[src/rtl/key_debouncer.sv]
// key_debouncer: multi-channel push-button debouncer.
// Every channel has its own 2-flop synchronizer, four-state FSM and
// stable-level counter. A level change is accepted only after it has held
// steady for DEBOUNCE_CYCLES synchronized cycles. The bank then emits a
// one-cycle press or release pulse and updates the debounced level.
// The key inputs are active-low. The outputs are active-high.
module key_debouncer #(
  parameter int KEYS            = 2,
  parameter int DEBOUNCE_CYCLES = 2000000
) (
  input  logic            clk100_i,
  input  logic            rstn_i,
  input  logic [KEYS-1:0] key_i,
  output logic [KEYS-1:0] key_press_o,
  output logic [KEYS-1:0] key_release_o,
  output logic [KEYS-1:0] key_state_o
);

  // Counter only has to reach DEBOUNCE_CYCLES-1, so $clog2 bits suffice.
  localparam int CW = (DEBOUNCE_CYCLES > 1) ? $clog2(DEBOUNCE_CYCLES) : 1;
  localparam logic [CW-1:0] LAST_COUNT = CW'(DEBOUNCE_CYCLES - 1);

  typedef enum logic [1:0] {
    IDLE         = 2'd0,
    PRESS_WAIT   = 2'd1,
    PRESSED      = 2'd2,
    RELEASE_WAIT = 2'd3
  } state_t;

  logic [KEYS-1:0] sync_stage1;
  logic [KEYS-1:0] key_sync;

  // Two-flop synchronizer; resets to 1 so a held key looks like a fresh press.
  always_ff @(posedge clk100_i or negedge rstn_i) begin
    if (!rstn_i) begin
      sync_stage1 <= '1;
      key_sync    <= '1;
    end else begin
      sync_stage1 <= key_i;
      key_sync    <= sync_stage1;
    end
  end

  for (genvar g = 0; g < KEYS; g++) begin : g_chan
    state_t        state;
    logic [CW-1:0] count;
    logic          press_q;
    logic          release_q;
    logic          level_q;

    // Per-channel debounce FSM with registered pulse and level outputs.
    always_ff @(posedge clk100_i or negedge rstn_i) begin
      if (!rstn_i) begin
        state     <= IDLE;
        count     <= '0;
        press_q   <= 1'b0;
        release_q <= 1'b0;
        level_q   <= 1'b0;
      end else begin
        press_q   <= 1'b0;
        release_q <= 1'b0;
        case (state)
          IDLE: begin
            if (!key_sync[g]) begin
              state <= PRESS_WAIT;
              count <= '0;
            end
          end
          PRESS_WAIT: begin
            if (key_sync[g]) begin
              state <= IDLE;
              count <= '0;
            end else if (count == LAST_COUNT) begin
              state   <= PRESSED;
              count   <= '0;
              press_q <= 1'b1;
              level_q <= 1'b1;
            end else begin
              count <= count + CW'(1);
            end
          end
          PRESSED: begin
            if (key_sync[g]) begin
              state <= RELEASE_WAIT;
              count <= '0;
            end
          end
          RELEASE_WAIT: begin
            if (!key_sync[g]) begin
              state <= PRESSED;
              count <= '0;
            end else if (count == LAST_COUNT) begin
              state     <= IDLE;
              count     <= '0;
              release_q <= 1'b1;
              level_q   <= 1'b0;
            end else begin
              count <= count + CW'(1);
            end
          end
          default: begin
            state <= IDLE;
            count <= '0;
          end
        endcase
      end
    end

    assign key_press_o[g]   = press_q;
    assign key_release_o[g] = release_q;
    assign key_state_o[g]   = level_q;
  end

endmodule
[config.mk]
export PLATFORM = sky130hd
export DESIGN_NAME = key_debouncer
export DESIGN_NICKNAME = d
export VERILOG_FILES = /design/src/rtl/key_debouncer.sv
export SDC_FILE = /design/constraint.sdc
export NUM_CORES = 1
export LEC_CHECK = 0
export BUFFER_PORTS_ARGS = -buffer_cell sky130_fd_sc_hd__buf_2
export CAP_MARGIN = 20
export CORE_ASPECT_RATIO = 0.7
export CORE_UTILIZATION = 55
export DETAILED_ROUTE_END_ITERATION = 12
export MAX_ROUTING_LAYER = met4
export PLACE_DENSITY = 0.77
export SLEW_MARGIN = 20
export SYNTH_ARGS = -nofsm -noshare
export SYNTH_HDL_FRONTEND = slang
export SYNTH_SLANG_ARGS = --single-unit
[constraint.sdc]
create_clock -name clk100_i -period 1.85 [get_ports clk100_i]
set_input_delay 0.185 -clock clk100_i [delete_from_list [all_inputs] [get_ports clk100_i]]
set_output_delay 0.185 -clock clk100_i [all_outputs]
set_load 0.03 [all_outputs]
==> results.txt <==
Placer Congestion - 0.833
Post-Syn Nets - 324
root buf cell - clkbuf_8
Final ANT Viol Nets - 0
headroom to the max-slew limit - 52.2%
ys async rst share - 100%
critical path endpoint category - flip-flop
Yosys cell types - 49
sequential power share - 56.2%
CTS tree - done
fin crit share - 102%
initial antenna violation count - 0
Pint - 1.74 mW
Tightest Hold Check Type - flip-flop to flip-flop
DR iter-0 viols - 279
clock skew - 0.00544 ns
number of global-route vias before repair - 2,448
layout cell share with drive strength beyond 1 - 28.4%
RSZ-0062 raised after global routing - yes
crit path DAT - 2.07 ns
combinational power share - 8.8%
NetSw - 0.538 mW
Synth area leader - dfrtp_1
count leader, synth - dfrtp_1
first-pass GRT wire length - 11,600 um
Final nets - 378
setup_tns - -0.147 ns
Placement Setup Slack - -0.176 ns
vias after detailed routing - 2,736
total grt overflow - 0
Ant. Diodes - 0
worst-margin pin slew - 0.717 ns
Syn Inst Count - 318
register area - 1410 um^2
Wirelength per Cell - 16.3 um
clk_lat worst skew - 0.31 ns
Setup crit start kind - flip-flop
vias per inst - 6.19
critical path class - flip-flop to flip-flop
Port Buf Inserts - 9
Max Fanout on Critical Path - 12
Largest stage delay, worst path - 0.55 ns
drt pass-1 iters - 5
Std-Cell Rows - 21
Seq/Total Area, Yosys - 47.5%
Peak Freq - 0.530 GHz
Cell Area, Synth - 2960 um^2
total power - 2.28 mW
Multi-input gate area - 1550 um^2
Layout area overhead - 26.5%
failing checks - negative setup slack
CTS clock-pin slew for the worst setup and hold paths - 0.10 ns
Power Dens Cells - 608 nW/um^2
final setup violation count - 6
post-synth top area share - 43.9%
Synth top cells by count - dfrtp_1 (52), nand2_1 (32), a21oi_1 (28), nand3_1 (25), nor2_1 (19)
HPWL after DPL - 4580 um
starting density of the core - 59.7%
DIE AREA - 5690 um^2
WHS - 0.362 ns
Pleak - 1.62 nW
CP required - 2.03 ns
sw frac - 23.6%
Die Ht - 63.4 um
fin worst setup slack - -0.0377 ns
design area - 3750 um^2
final WL - 7200 um
Main synth FF type - dfrtp_1
clock power share - 35.0%
Yosys reg bits - 56
Core Area - 4970 um^2
warnings from Yosys - 0
Hold Fails Final Rpt - 0
Max clock buf depth - 2
DR DRC count - 0
minimum clock period - 1.89 ns
critical path, cell by cell - or4b_4 -> nor4_4 -> a21oi_2 -> buf_4 -> a41oi_2 -> a31oi_1
total CTS buffers - 5
Slew Limit Fails - 0
top post-synthesis cells by area - dfrtp_1 (44%), a21oi_1 (4.7%), nand3_1 (4.2%)
maximum number of pins on one net before global-route repair - 57
Mean Syn Cell Area - 9.32 um^2
# IOs - 10
CP max stage cell - or4b_4
fillers - 324
number of max-cap violations - 0
Die Wd - 89.7 um
number of synthesized flops with an enable pin - 0
clock sinks - 56
status - complete, but fails checks
Post-DP Area - 3350 um^2
gr usage total - 26.3%
maximum VDD drop - 0.497 mV
H-tree depth - 2
[stage by stage]
stage | util [%] | cells
after global routing | 75.5 | 442
after global placement | 67.5 | 424
after detailed placement | 67.5 | 424
final | 75.5 | 442
after CTS | 71.3 | 437
after floorplan | - | 318
[cells in the final DEF (no fill, tap or decap), types with 3 or more instances in the layout]
cell / Yosys / layout
buf_4: 6 / 47
dfrtp_1: 52 / 52
o22ai_1: 3 / 3
a21o_1: 4 / 4
a22o_1: 6 / 6
buf_6: 4 / 3
nor3_1: 7 / 5
a31oi_1: 18 / 18
buf_2: 4 / 10
nand3_1: 25 / 24
mux2i_1: 5 / 5
dlygate4sd3_1: 0 / 3
inv_1: 12 / 12
a21oi_1: 28 / 26
a41oi_2: 0 / 7
o21ai_1: 0 / 3
nor4_2: 3 / 3
nand2_1: 32 / 32
dfstp_2: 4 / 4
o21ai_0: 13 / 9
nand2b_1: 4 / 3
nand4_1: 12 / 12
clkbuf_8: 0 / 5
and4_1: 4 / 4
nor2_1: 19 / 17
and3_1: 4 / 4
o31ai_1: 3 / 3
[layer usage]
| layer | up-vias | global-route usage, % | wire length, um |
|---|---|---|---|
| met1 | 1310 | 39.8 | 3540 |
| li1 | 1297 | - | - |
| met2 | 117 | 36.7 | 3080 |
| met5 | - | - | 0 |
| met3 | 12 | 4.11 | 517 |
| met4 | 0 | 6.15 | 68 |
[critical path, delay by kind of cell (launching register included)]
family          cells  cell delay (ns)
compound gates      3             0.40
flops               1             0.40
buf+inv             1             0.19
simple gates        2             0.76
[power groups by stage]
stage          clock (mW)  combinational [mW]  sequential, mW
2_1_floorplan           0              0.0967            1.30
3_3_place_gp            0               0.161            1.30
3_5_place_dp            0               0.167            1.30
4_1_cts             0.811               0.178            1.28
5_1_grt             0.852               0.221            1.28
6_report            0.796               0.201            1.28
[final timing paths]
kind,slack [ns],end,from,cells past startpoint
worst min-delay path,0.36,key_sync[1],sync_stage1[1],0
worst max-delay path,-0.04,g_chan[1].count[3],g_chan[1].count[14],6
min in group asynchronous,0.40,g_chan[1].count[16],rstn_i,3
max in group asynchronous,1.15,key_sync[1],rstn_i,3
worst max register to register,-0.04,g_chan[1].count[3],g_chan[1].count[14],6
worst min register to register,0.36,key_sync[1],sync_stage1[1],0
[repair_timing]
action                                  in CTS  in global routing
resized for setup                            8                 27
cloned                                       0                  3
endpoints found under the setup margin      40                 35
buffers inserted                             2                  2
hold buffers                                 3                  0
endpoints found under the hold margin       54                  0
pin swaps                                    0                  4
[final cells by class]
type | instances | area share, %
multi-input cells | 230 | 41.2
flip-flops and latches | 56 | 37.5
clock inverters | 2 | 0.935
clock buffers | 6 | 1.94
repair buffers | 67 | 14.9
well taps | 69 | 2.30
inverters | 12 | 1.20
[state kept, by name, indices dropped and copies added (netlist names), named ones only]
register,cells
g_chan.count,42
g_chan.level_q,2
g_chan.press_q,2
g_chan.release_q,2
g_chan.state,2
key_sync,2
sync_stage1,2
[cells by family after synthesis]
logic type      after synthesis  share of synthesized area [%]
simple gates                127                           22.9
compound gates               92                           19.8
buf+inv                      32                           6.00
flops                        56                           47.5
fa+ha+maj                     2                          0.844
xor+xnor                      2                          0.591
mux                           7                           2.45
Power figures use the tool's default switching activity.
